File: config.mk
export PLATFORM = sky130hd
export DESIGN_NAME = regbank_wr_arbiter
export DESIGN_NICKNAME = d
export VERILOG_FILES = /design/src/rtl/regbank_wr_arbiter.sv
export SDC_FILE = /design/constraint.sdc
export NUM_CORES = 1
export LEC_CHECK = 0
export CAP_MARGIN = 5
export CORE_MARGIN = 5
export CORE_UTILIZATION = 45
export CTS_CLUSTER_SIZE = 8
export DETAILED_ROUTE_END_ITERATION = 10
export PLACE_DENSITY_LB_ADDON = 0.08
export SLEW_MARGIN = 40
export SYNTH_ARGS = -nofsm -noshare
export SYNTH_HDL_FRONTEND = slang
export SYNTH_SLANG_ARGS = --single-unit
File: constraint.sdc
create_clock -name clk -period 6.3 [get_ports clk]
set_input_delay 1.89 -clock clk [delete_from_list [all_inputs] [get_ports clk]]
set_output_delay 1.89 -clock clk [all_outputs]
set_load 0.01 [all_outputs]
File: src/rtl/regbank_wr_arbiter.sv
`timescale 1ns/1ps
`default_nettype none
// ============================================================================
// Module   : regbank_wr_arbiter
// Purpose  : Write-side controller for an 8 x WIDTH register bank. Shares the
//            bank's data bus and eight write enables between requesters A and
//            B (round-robin), rejects writes to locked registers, and runs an
//            8-cycle sequence that loads INIT_VALUE into every register.
// Ports    : clk, reset          - clock, synchronous active-high reset
//            req_x/addr_x/data_x - requester x write request (x = a, b)
//            lock[7:0]           - lock[i]=1 rejects requester writes to reg i
//            init_start          - pulse: start the init sequence
//            d, en[7:0]          - bank data bus and one-hot write enables
//            gnt_x / err_x       - 1-cycle pulse: write issued / rejected
//            busy, init_done     - init running / last init write cycle
// Revision : 1.0 - initial release
// ============================================================================
module regbank_wr_arbiter #(
  parameter int               WIDTH      = 16,
  parameter logic [WIDTH-1:0] INIT_VALUE = '0
) (
  input  logic             clk,
  input  logic             reset,
  input  logic             req_a,
  input  logic [2:0]       addr_a,
  input  logic [WIDTH-1:0] data_a,
  input  logic             req_b,
  input  logic [2:0]       addr_b,
  input  logic [WIDTH-1:0] data_b,
  input  logic [7:0]       lock,
  input  logic             init_start,
  output logic [WIDTH-1:0] d,
  output logic [7:0]       en,
  output logic             gnt_a,
  output logic             gnt_b,
  output logic             err_a,
  output logic             err_b,
  output logic             busy,
  output logic             init_done
);

  typedef enum logic [0:0] {
    S_IDLE = 1'b0,
    S_INIT = 1'b1
  } state_t;

  state_t     state;
  logic [2:0] init_cnt;
  logic       last_b;      // 1 when B won the most recent arbitration

  // A requester whose gnt/err pulse is showing right now has just been
  // served; its req is still the old transaction, so keep it out this cycle.
  logic             cand_a;
  logic             cand_b;
  logic             win_a;
  logic             win_b;
  logic [2:0]       win_addr;
  logic [WIDTH-1:0] win_data;
  logic             win_locked;

  assign cand_a     = req_a & ~(gnt_a | err_a);
  assign cand_b     = req_b & ~(gnt_b | err_b);
  // On a tie the requester that did not win last time goes first.
  assign win_a      = cand_a & (~cand_b | last_b);
  assign win_b      = cand_b & ~win_a;
  assign win_addr   = win_a ? addr_a : addr_b;
  assign win_data   = win_a ? data_a : data_b;
  assign win_locked = lock[win_addr];

  always_ff @(posedge clk) begin
    if (reset) begin
      state     <= S_IDLE;
      init_cnt  <= 3'd0;
      last_b    <= 1'b1;
      d         <= '0;
      en        <= 8'd0;
      gnt_a     <= 1'b0;
      gnt_b     <= 1'b0;
      err_a     <= 1'b0;
      err_b     <= 1'b0;
      busy      <= 1'b0;
      init_done <= 1'b0;
    end else begin
      gnt_a <= 1'b0;
      gnt_b <= 1'b0;
      err_a <= 1'b0;
      err_b <= 1'b0;
      case (state)
        S_INIT: begin
          // Lock, requests and further init_start pulses are all ignored.
          d         <= INIT_VALUE;
          en        <= 8'd1 << init_cnt;
          busy      <= 1'b1;
          init_done <= (init_cnt == 3'd7);
          init_cnt  <= init_cnt + 3'd1;
          if (init_cnt == 3'd7) begin
            state <= S_IDLE;
          end
        end
        S_IDLE: begin
          busy      <= 1'b0;
          init_done <= 1'b0;
          en        <= 8'd0;
          if (init_start) begin
            // Pending requests stay pending until init completes.
            state    <= S_INIT;
            init_cnt <= 3'd0;
          end else if (win_a | win_b) begin
            last_b <= win_b;
            if (win_locked) begin
              // Rejected: bus value is left as it was, no enable.
              err_a <= win_a;
              err_b <= win_b;
            end else begin
              d     <= win_data;
              en    <= 8'd1 << win_addr;
              gnt_a <= win_a;
              gnt_b <= win_b;
            end
          end
        end
        default: state <= S_IDLE;
      endcase
    end
  end

endmodule
`default_nettype wire

### Yosys cells after proc, flatten, opt, wreduce, memory -nomap -nowiden

Index checks and enable logic that the tools add are counted.

* add/subtract/negate cells: 1
* order comparisons: 1
* equality and inequality tests: 5
* shift-type cells: 2
* multiplexer cells: 19
* bitwise gates (word level): 16
* reductions and logical operators: 4

Operators with widths (count)
* $mux 16: 4
* $pmux 16 s2: 1
* $mux 8: 3
* $pmux 8 s2: 1
* $shl 1x3->8 const A: 2
* $reduce_or 5->1: 2
* $ne 2x2->1 const B: 4
* $not 1->1: 8
* $mux 3: 2
* $pmux 1 s2: 3
* $pmux 3 s2: 1
* $reduce_and 3->1: 2
* $and 1x1->1: 4
* $lt 3x4->1 const B: 1
* $or 1x1->1: 4
* $add 3x1->3 const B: 1
* $bmux 1 s3: 1
* $eq 3x3->1 const B: 1
* $mux 1: 3

* register bits after elaboration: 35
* input port bits: 51
* output and inout port bits: 30
* logic and storage cells: 59

### Longest topological paths before layout

Gate-level depths: netlist of the first run.

* depth after elaboration: 13
* gate-level depth with buffers: 9

### Worst setup path before layout of the first run

OpenSTA, ideal clock, no wires.

* path type: input -> register
* from: input port req_b
* to: register d[13]
* data arrival time: 3.585 ns
* data required time: 6.169 ns
* path slack: 2.584 ns
* stages: 9
* buffers on the path: 3
* cell sequence: or4b_1 buf_2 and3_1 a2111oi_0 a221o_1 and2_1 buf_2 buf_6 a211oi_2

* cells in the longest elaborated chain, start to end: 9

Ends and longest elaborated chain
* start: declaration: line 27 `input logic req_b,`
* $and 1x1->1 (*): line 62 `assign cand_b = req_b & ~(gnt_b | err_b);`
* $not 1->1: line 64 `assign win_a = cand_a & (~cand_b | last_b);`
* $or 1x1->1: line 64
* $and 1x1->1: line 64
* $mux 3 (tied with other cells): line 66 `assign win_addr = win_a ? addr_a : addr_b;`
* $bmux 1 s3 (tied with other cells): line 68 `assign win_locked = lock[win_addr];`
* $mux 1 (implied by the code) (tied with other cells): line 68
* $ne 2x2->1 (no source line) or $mux 16 (tied branches)
* $reduce_and 3->1 (no source line) or $pmux 16 s2 (tied branches)
* end signal: assignment: line 115 `d <= win_data;`
* end: declaration: line 32 `output logic [WIDTH-1:0] d,`

Mark *: on every way between the ends. The rest lies on a longest branch, timed or not. The select of a mux whose other input is x is not followed.
A chain may end at the register's enable or synchronous reset.

### Worst setup path in the final report of the first run

* from: input port req_a
* to: register d[11]

* cells in the longest elaborated chain, start to end: 7

Ends and longest elaborated chain
* start: declaration: line 24 `input logic req_a,`
* $and 1x1->1 (*): line 61 `assign cand_a = req_a & ~(gnt_a | err_a);`
* $and 1x1->1 (*): line 64
* $mux 3 (tied with other cells): line 66
* $bmux 1 s3 (tied with other cells): line 68
* $mux 1 (implied by the code) (tied with other cells): line 68
* $ne 2x2->1 (no source line) or $mux 16 (tied branches)
* $reduce_and 3->1 (no source line) or $pmux 16 s2 (tied branches)

Marks and branches as above.

==> results of run 1 <==
==> routing by layer <==
layer / wire length, um / up-vias / share of wire, %
li1: - / 870 / -
met1: 1831 / 781 / 38
met2: 2412 / 75 / 50
met3: 471 / 8 / 9.9
met4: 63 / 0 / 1.3
met5: 0 / - / 0
==> worst paths after layout <==
path | endpoint | cells after the start | from | slack [ns]
max reg2reg | d[11]$_SDFFE_PP0P_ | 6 | err_a$_SDFF_PP0_ | 3.22
max | d[11]$_SDFFE_PP0P_ | 7 | req_a | 1.47
min reg2reg | d[1]$_SDFFE_PP0P_ | 2 | d[1]$_SDFFE_PP0P_ | 0.47
min | d[1]$_SDFFE_PP0P_ | 2 | d[1]$_SDFFE_PP0P_ | 0.47
==> worst register-to-register path, stage by stage (launching register included) <==
cell and delay [ns]:
dfxtp_1 0.33, nor3b_2 0.49, nand2_2 0.30, a2111oi_0 0.54, a221o_1 0.51, and2_1 0.59, a211oi_1 0.17
==> where the power goes <==
part | switching, mW | leakage (nW) | total (mW) | internal (mW)
clock network | 0.0737 | 0.0505 | 0.173 | 0.0993
registers | 0.00697 | 0.284 | 0.238 | 0.231
logic | 0.0612 | 0.678 | 0.132 | 0.0704
==> area by class of cell <==
class / instances / area share [%]
clock buffers: 7 / 3.548
inverters: 5 / 0.6912
flip-flops and latches: 35 / 25.81
repair buffers: 81 / 29.77
clock inverters: 1 / 0.2765
well taps: 50 / 2.304
multi-input cells: 144 / 37.60
==> kinds of logic after synthesis <==
family	synth area share [%]
and+or+nand+nor	20.03
AOI/OAI and AO/OA	19.54
DFF	39.08
muxes	13.19
buffers and inverters	3.978
adders and majority gates	4.187
==> per-stage QoR <==
stage | instances | instance area [um^2] | setup WS [ns] | util (%)
final | 323 | 2715 | 1.468 | 68.87
after global routing | 323 | 2715 | 1.223 | 68.87
after CTS | 323 | 2715 | 1.492 | 68.87
after detailed placement | 315 | 2611 | 1.236 | 66.23
after global placement | 315 | 2611 | 1.355 | 66.23
after floorplan | 194 | 1793 | 2.584 | -
==> layout by cell type (no fill, tap or decap), drive strengths merged, types with 4 or more instances in the layout <==
cell,n
clkdlybuf4s50,80
nor2,9
a21oi,19
nand2,18
inv,5
ha,6
dfxtp,35
nand3,6
nand4,4
clkbuf,7
nand2b,6
nor3,4
o22ai,9
mux2i,18
a211oi,12
==> results.json, run 1 <==
{
  "syn_area_mm2": 0.001793,
  "coreArea_mm2": 0.003943,
  "drive_gt1_share_pct": 7.326,
  "cts_setup_buffers": 0,
  "cts_buffers": 5,
  "antenna_found_initial": 0,
  "clockBufferDepth": 2,
  "nets": 329,
  "tightest_slew_ns": 0.6830,
  "slew_viol_final": 0,
  "crit_chain": "clkdlybuf4s50_1, nor3b_2, nand2_2, a2111oi_0, a221o_1, and2_1, a211oi_1",
  "synth_top_area_share_pct": 39.08,
  "ys_ff_latch": 35,
  "syn_to_final_growth_pct": 51.43,
  "post-synth-top-count-cell": "dfxtp_1",
  "clock-sinks": 35,
  "row_count": 23,
  "largest_reg_flops": 16,
  "clk_pin_slew_ns": 0.07,
  "dr.pass1.iters": 4,
  "fp.dieH_um": 73.12,
  "grt_max_degree": 17,
  "grt.busiest_layer": "met2",
  "cts_tree": "done",
  "synth_ff_type": "dfxtp_1",
  "worstSetupEndpointType": "flop",
  "synth_edf_count": 0,
  "worst_path_max_delay_cell": "and2_1",
  "hpwl_um": 3710,
  "synth_common_cells": "dfxtp_1 (35), a21oi_1 (18), mux2i_1 (18), nand2_1 (17), a211oi_1 (10)",
  "status": "finished, final reports clean",
  "die_width_um": 73.12,
  "place.gp.congestion": 0.8678,
  "ant_nets": 0,
  "fin_crit_ns": 4.832,
  "wl_per_cell_um": 14.80,
  "syn-instance-count": 194,
  "port_buffers": 80,
  "synth_area_leaders": "dfxtp_1 (39%), mux2i_1 (10%), a21oi_1 (5.0%)",
  "cp_top_family": "simple AND/OR/NAND/NOR gates",
  "regMostFlops": "d",
  "clock.fmax_mhz": 207.0,
  "fill_cells": 322,
  "reg_top3": "d x16, en x8, init_cnt x3",
  "multiInputGateArea_mm2": 0.001021,
  "crit_buf_inv": 1,
  "power_mw": 0.5426,
  "regArea_um2": 700.7,
  "cts-root-buf": "clkbuf_8",
  "cp.required_ns": 6.43,
  "vdd_ir_drop_max_v": 0.0001389,
  "max_cap_viol_count": 0,
  "ctsHtreeMaxLevel": 2,
  "min_path_type": "reg -> reg",
  "grt_pass1_wl_um": 7824,
  "grt-ovfl-total": 0,
  "die_area_mm2": 0.005347,
  "pin_count": 81,
  "setup_viol": 0,
  "crit_path_start_kind": "input pin",
  "crit_arrival_ns": 4.96,
  "tns_ns": 0,
  "cts_resized": 0,
  "skew_ns": 0.007966,
  "async_reset_ff_share_pct": 0,
  "hold_viol": 0,
  "initial_core_util_pct": 45.48,
  "power_density_mw_per_mm2": 199.9,
  "grt_use_total_pct": 18.78,
  "critPathMaxFanout": 16,
  "p_leak_nw": 1.013,
  "yosys.area.top_type": "dfxtp_1",
  "insertion_delay_ns": 0.28,
  "grt_use_met2_pct": 33.47,
  "fin_crit_sh_pct": 76.70,
  "grt_pass1_vias": 1754,
  "syn_avg_cell_area_um2": 9.242,
  "seq_area_frac_synth_pct": 39.08,
  "synth_cell_types": 44,
  "insertedDiodeCount": 0,
  "critPathMaxStageDelay_ns": 0.59,
  "relSlewSlack_pct": 53.83,
  "use_met3_pct": 7.438,
  "holdWs_ns": 0.4749,
  "timing_worst_setup_path_type": "in -> reg",
  "synthesis.nets": 251,
  "yosysWarningCount": 0,
  "grt_setup_unrepaired": "false",
  "drt_iter0_drc": 112,
  "via_per_inst": 5.368,
  "postCtsHoldBufs": 0,
  "drc": 0,
  "grt_use_met1_pct": 20.27,
  "vias": 1734,
  "routed_wl_um": 4779
}
No activity file was read; power rests on OpenSTA's default activity.
==> inputs of run 2 (changes only) <==
--- a/config.mk
+++ b/config.mk
@@ -7,7 +7,7 @@
 export LEC_CHECK = 0
 export CAP_MARGIN = 5
 export CORE_MARGIN = 5
-export CORE_UTILIZATION = 45
+export CORE_UTILIZATION = 41
 export CTS_CLUSTER_SIZE = 8
 export DETAILED_ROUTE_END_ITERATION = 10
 export PLACE_DENSITY_LB_ADDON = 0.08
==> constraint.sdc (replaced) <==
create_clock -name clk -period 4.51 [get_ports clk]
set_input_delay 1.353 -clock clk [delete_from_list [all_inputs] [get_ports clk]]
set_output_delay 1.353 -clock clk [all_outputs]
set_load 0.01 [all_outputs]
==> run 2 against run 1 <==
Against the previous run: critical endpoint unchanged; final cell count grew 1.9%; largest power group unchanged; sequential power increased by 39%; register-to-register slack worse by 1.4 ns; wire length shrank 1.9%; worst setup slack worse by 0.76 ns; clock-buffer cell count unchanged.
==> results.json, run 2 (synthesis results as in run 1) <==
{
  "status": "finished, final reports clean",
  "drive_gt1_share_pct": 8.664,
  "clock.fmax_mhz": 263.1,
  "clockBufferDepth": 2,
  "grt_use_total_pct": 16.23,
  "design_area_mm2": 0.002748,
  "largest_reg_flops": 16,
  "p_comb_share_pct": 24.2,
  "timing_worst_setup_path_type": "in -> reg",
  "switchingPower_mw": 0.2080,
  "crit_arrival_ns": 3.94,
  "critPathMaxFanout": 16,
  "nets": 333,
  "reg2regPathDepth": 6,
  "crit_path_start_kind": "input pin",
  "row_count": 24,
  "routed_wl_um": 4688,
  "grt_max_degree": 20,
  "antenna_found_initial": 0,
  "cts_buffers": 5,
  "grt_use_met2_pct": 26.46,
  "use_met3_pct": 6.738,
  "p_leak_nw": 1.033,
  "drc": 0,
  "cp.required_ns": 4.65,
  "grt.busiest_layer": "met2",
  "coreArea_mm2": 0.004294,
  "place.gp.congestion": 0.7981,
  "reg2reg_to": "d[11]$_SDFFE_PP0P_",
  "regMostFlops": "d",
  "max_cap_viol_count": 0,
  "min_path_type": "reg -> reg",
  "grt_pass1_vias": 1702,
  "skew_ns": 0.005489,
  "layout_common_cells": "clkdlybuf4s50_1 (80), dfxtp_1 (35), a21oi_1 (18), mux2i_1 (18), nand2_1 (17)",
  "grt_setup_unrepaired": "false",
  "hold_viol": 0,
  "cts_tree": "done",
  "insertedDiodeCount": 0,
  "drt_iter0_drc": 82,
  "clkPwrFrac_pct": 32.7,
  "grt-ovfl-total": 0,
  "hpwl_um": 3596,
  "cts_setup_buffers": 0,
  "worstReg2RegStart": "last_b$_SDFFE_PP1P_",
  "clk_pin_slew_ns": 0.07,
  "slew_viol_final": 0,
  "vias": 1736,
  "fin_crit_ns": 3.800,
  "die_area_mm2": 0.005796,
  "power_density_mw_per_mm2": 281.1,
  "die_width_um": 76.13,
  "placed_cell_area_mm2": 0.002644,
  "tightest_slew_ns": 0.6661,
  "postCtsHoldBufs": 0,
  "switching_share_pct": 26.93,
  "grt_pass1_wl_um": 7783,
  "ctsHtreeMaxLevel": 2,
  "worstSetupEndpointType": "flop",
  "reg_top3": "d x16, en x8, init_cnt x3",
  "clock-sinks": 35,
  "via_per_inst": 5.277,
  "fin_crit_sh_pct": 84.26,
  "initial_core_util_pct": 41.75,
  "relSlewSlack_pct": 54.97,
  "cts-root-buf": "clkbuf_8",
  "power_frac_seq_pct": 43.0,
  "r2r_slack_ns": 1.83,
  "pin_count": 81,
  "hold_depth": 2,
  "port_buffers": 80,
  "tns_ns": 0,
  "cts_resized": 0,
  "dr.pass1.iters": 4,
  "ant_nets": 0,
  "min_to": "d[7]$_SDFFE_PP0P_",
  "vdd_ir_drop_max_v": 0.0001779,
  "insertion_delay_ns": 0.29,
  "worstHoldStart": "d[7]$_SDFFE_PP0P_",
  "grt_use_met1_pct": 19.26,
  "fp.dieH_um": 76.13,
  "syn_to_final_growth_pct": 53.25,
  "internal_power_mw": 0.5644,
  "layout_commonest_cell": "clkdlybuf4s50_1",
  "setup_viol": 0,
  "wl_per_cell_um": 14.25
}
-- run 2: power by group through the flow --
stage	sequential [mW]	combinational (mW)	clock, mW
2_1_floorplan	0.342	0.0939	0
6_report	0.332	0.187	0.253
4_1_cts	0.332	0.188	0.258
5_1_grt	0.334	0.204	0.274
3_3_place_gp	0.339	0.186	0
3_5_place_dp	0.339	0.187	0
-- run 2: worst max-delay path by stage --
stage	start	to	slack, ns	cells after the start
after CTS	req_b	d[11]$_SDFFE_PP0P_	0.76	7
after global routing	req_b	d[9]$_SDFFE_PP0P_	0.44	7
after global placement	req_a	d[2]$_SDFFE_PP0P_	0.50	8
final	req_b	d[11]$_SDFFE_PP0P_	0.71	7
after floorplan	req_b	d[13]$_SDFFE_PP0P_	1.33	9
after detailed placement	req_b	d[11]$_SDFFE_PP0P_	0.47	7
-- run 2: layer usage --
metal  share of wire (%)  vias up
met5                   0        -
met4                 1.2        0
met3                 9.2        6
met2                  48       57
met1                  42      790
li1                    -      883
-- run 2: final cells by class --
cell class                      count  area (um^2)
Fill cell                         396         1546
Clock buffer                        7        96.34
Clock inverter                      1        7.507
Timing Repair Buffer               85        838.3
Inverter                            5        18.77
Sequential cell                    35        700.7
Tap cell                           52        65.06
Multi-Input combinational cell    144         1021
-- run 2: critical path, stage by stage --
cell and delay (ns):
clkdlybuf4s50_1 0.47, nor4b_1 0.56, nor3_1 0.17, a2111oi_0 0.47, a221o_1 0.25, and2_1 0.51
a211oi_1 0.15
-- run 2: stage by stage --
stage | hold WS (ns) | cells | setup slack, ns | utilization (%) | total power, mW
floorplan | 0.4916 | 194 | 1.331 | - | 0.4362
global placement | 0.4573 | 321 | 0.4992 | 61.57 | 0.5251
detailed placement | 0.4629 | 321 | 0.4663 | 61.57 | 0.5263
CTS | 0.4752 | 329 | 0.7556 | 63.99 | 0.7787
global route | 0.4913 | 329 | 0.4383 | 63.99 | 0.8124
finish | 0.4732 | 329 | 0.7097 | 63.99 | 0.7724
==> inputs of run 3 (changes only) <==
--- a/config.mk
+++ b/config.mk
@@ -7,7 +7,7 @@
 export LEC_CHECK = 0
 export CAP_MARGIN = 5
 export CORE_MARGIN = 5
-export CORE_UTILIZATION = 41
+export CORE_UTILIZATION = 37
 export CTS_CLUSTER_SIZE = 8
 export DETAILED_ROUTE_END_ITERATION = 10
 export PLACE_DENSITY_LB_ADDON = 0.08
==> constraint.sdc (replaced) <==
create_clock -name clk -period 3.42 [get_ports clk]
set_input_delay 1.026 -clock clk [delete_from_list [all_inputs] [get_ports clk]]
set_output_delay 1.026 -clock clk [all_outputs]
set_load 0.01 [all_outputs]
==> run 3 against run 2 <==
Against the previous run: total power grew 34%; non-clock buffer count grew 8; die area grew 9.4%; first-iteration DRC count shrank 1.2%; wire length shrank 0.30%; critical path type unchanged; hold slack is essentially flat; via count grew 0.63%; clock skew grew 0.0014 ns; clock power grew 31%; core utilization shrank 4.0 points; highest routed layer unchanged; combinational power grew 41%.
==> results.json, run 3 (synthesis results as in run 1) <==
{
  "die_area_mm2": 0.006338,
  "clockBufferDepth": 2,
  "cts_resized": 0,
  "drt_iter0_drc": 81,
  "critPathMaxFanout": 16,
  "cp_top_family": "simple AND/OR/NAND/NOR gates",
  "cts_tree": "done",
  "dr.pass1.iters": 4,
  "wl_per_cell_um": 13.28,
  "ant_nets": 0,
  "postCtsHoldBufs": 0,
  "grt_use_total_pct": 15.07,
  "grt_max_degree": 20,
  "timing_worst_setup_path_type": "in -> reg",
  "port_buffers": 80,
  "ctsHtreeMaxLevel": 2,
  "grt_pass1_wl_um": 7562,
  "cts_buffers": 5,
  "antenna_found_initial": 0,
  "crit_buf_inv": 2,
  "grt-ovfl-total": 0,
  "nets": 341,
  "tns_ns": 0,
  "power_density_mw_per_mm2": 364.1,
  "syn_to_final_growth_pct": 58.13,
  "grt_setup_unrepaired": "false",
  "cts_setup_buffers": 0,
  "pin_count": 81,
  "fin_crit_ns": 3.221,
  "crit_path_start_kind": "input pin",
  "vdd_ir_drop_max_v": 0.0002234,
  "routed_wl_um": 4674,
  "hold_viol": 0,
  "worstReg2RegStart": "last_b$_SDFFE_PP1P_",
  "tightest_slew_ns": 0.4474,
  "hpwl_um": 3623,
  "row_count": 25,
  "crit_chain": "clkdlybuf4s50_1, or3b_2, nor3_1, a211oi_1, a221o_1, and2_1, buf_12, a211oi_1",
  "die_width_um": 79.61,
  "vias": 1747,
  "regMostFlops": "d",
  "cp-startpoint": "req_a",
  "clk_pin_slew_ns": 0.07,
  "critPathMaxStageDelay_ns": 0.50,
  "cp.required_ns": 3.62,
  "max_cap_viol_count": 0,
  "fin_crit_sh_pct": 94.17,
  "layout_commonest_cell": "clkdlybuf4s50_1",
  "drive_gt1_share_pct": 10.88,
  "worst-path-stages": 8,
  "crit_arrival_ns": 3.42,
  "layout_common_cells": "clkdlybuf4s50_1 (80), dfxtp_1 (35), a21oi_1 (18), mux2i_1 (18), nand2_1 (17)",
  "path_common_cell": "a211oi_1",
  "coreArea_mm2": 0.004723,
  "worst_path_max_delay_cell": "or3b_2",
  "fp.dieH_um": 79.61,
  "holdWs_ns": 0.4736,
  "status": "finished, final reports clean",
  "reg_top3": "d x16, en x8, init_cnt x3",
  "clock.fmax_mhz": 310.5,
  "grt_pass1_vias": 1637,
  "insertion_delay_ns": 0.29,
  "placed_cells": 344,
  "place.gp.congestion": 0.8051,
  "p_leak_nw": 1.077,
  "worstSetupEndpointType": "flop",
  "relSlewSlack_pct": 69.76,
  "largest_reg_flops": 16,
  "reg2regPathDepth": 6,
  "instances_no_fill": 352,
  "clock-sinks": 35,
  "worstHoldStart": "d[7]$_SDFFE_PP0P_",
  "insertedDiodeCount": 0,
  "via_per_inst": 4.963,
  "setup_viol": 0,
  "initial_core_util_pct": 37.96,
  "skew_ns": 0.006861,
  "cts-root-buf": "clkbuf_8",
  "hold_depth": 2,
  "drc": 0,
  "fill_cells": 428,
  "min_path_type": "reg -> reg",
  "slew_viol_final": 0
}
## run 3: changes by cell type in the layout (fill, tap and decap cells not counted)
cell and change:
buf_4 +7, buf_12 +1, clkbuf_1 +1, clkinvlp_4 -1
## run 3: path summary, 6_finish.rpt
path | endpoint | slack [ns]
setup / recovery | d[9]$_SDFFE_PP0P_ | 0.20
hold reg to reg | d[7]$_SDFFE_PP0P_ | 0.47
hold / removal | d[7]$_SDFFE_PP0P_ | 0.47
setup reg to reg | d[6]$_SDFFE_PP0P_ | 0.96
## run 3: layout make-up
class / count / area, um^2 / share of cell area [%]
Timing Repair Buffer: 93 / 910.9 / 32.13
Inverter: 5 / 18.77 / 0.6620
Clock buffer: 8 / 100.1 / 3.530
Tap cell: 67 / 83.83 / 2.957
Multi-Input combinational cell: 144 / 1021 / 36.01
Sequential cell: 35 / 700.7 / 24.71
## run 3: per-stage QoR
stage                     setup slack, ns  cell area (um^2)  total power [mW]  util (%)
final                              0.1993              2835             1.032     60.03
after global routing              0.01922              2835             1.086     60.03
after CTS                          0.1854              2835             1.040     60.03
after detailed placement          -0.1040              2735            0.7118     57.91
after global placement           -0.04029              2735            0.7109     57.91
after floorplan                    0.5681              1793            0.5753         -
## run 3: worst reg2reg max path: cells and delay by family, from the launching register on
| kind | cells | cell delay, ns |
|---|---|---|
| flops | 1 | 0.35 |
| simple gates | 3 | 1.21 |
| compound gates | 3 | 0.82 |
## run 3: metal layers
metal  GRT usage [%]  share of wire, %  vias up
li1                -                 -      900
met1           18.92                43      769
met2           23.46                46       72
met3           5.869                10        6
met4           5.155               1.2        0
met5               0                 0        -
## run 3: report_power, final
part | total [mW] | switching (mW) | internal (mW)
registers | 0.438 | 0.0125 | 0.425
clock network | 0.331 | 0.147 | 0.184
logic | 0.263 | 0.114 | 0.150
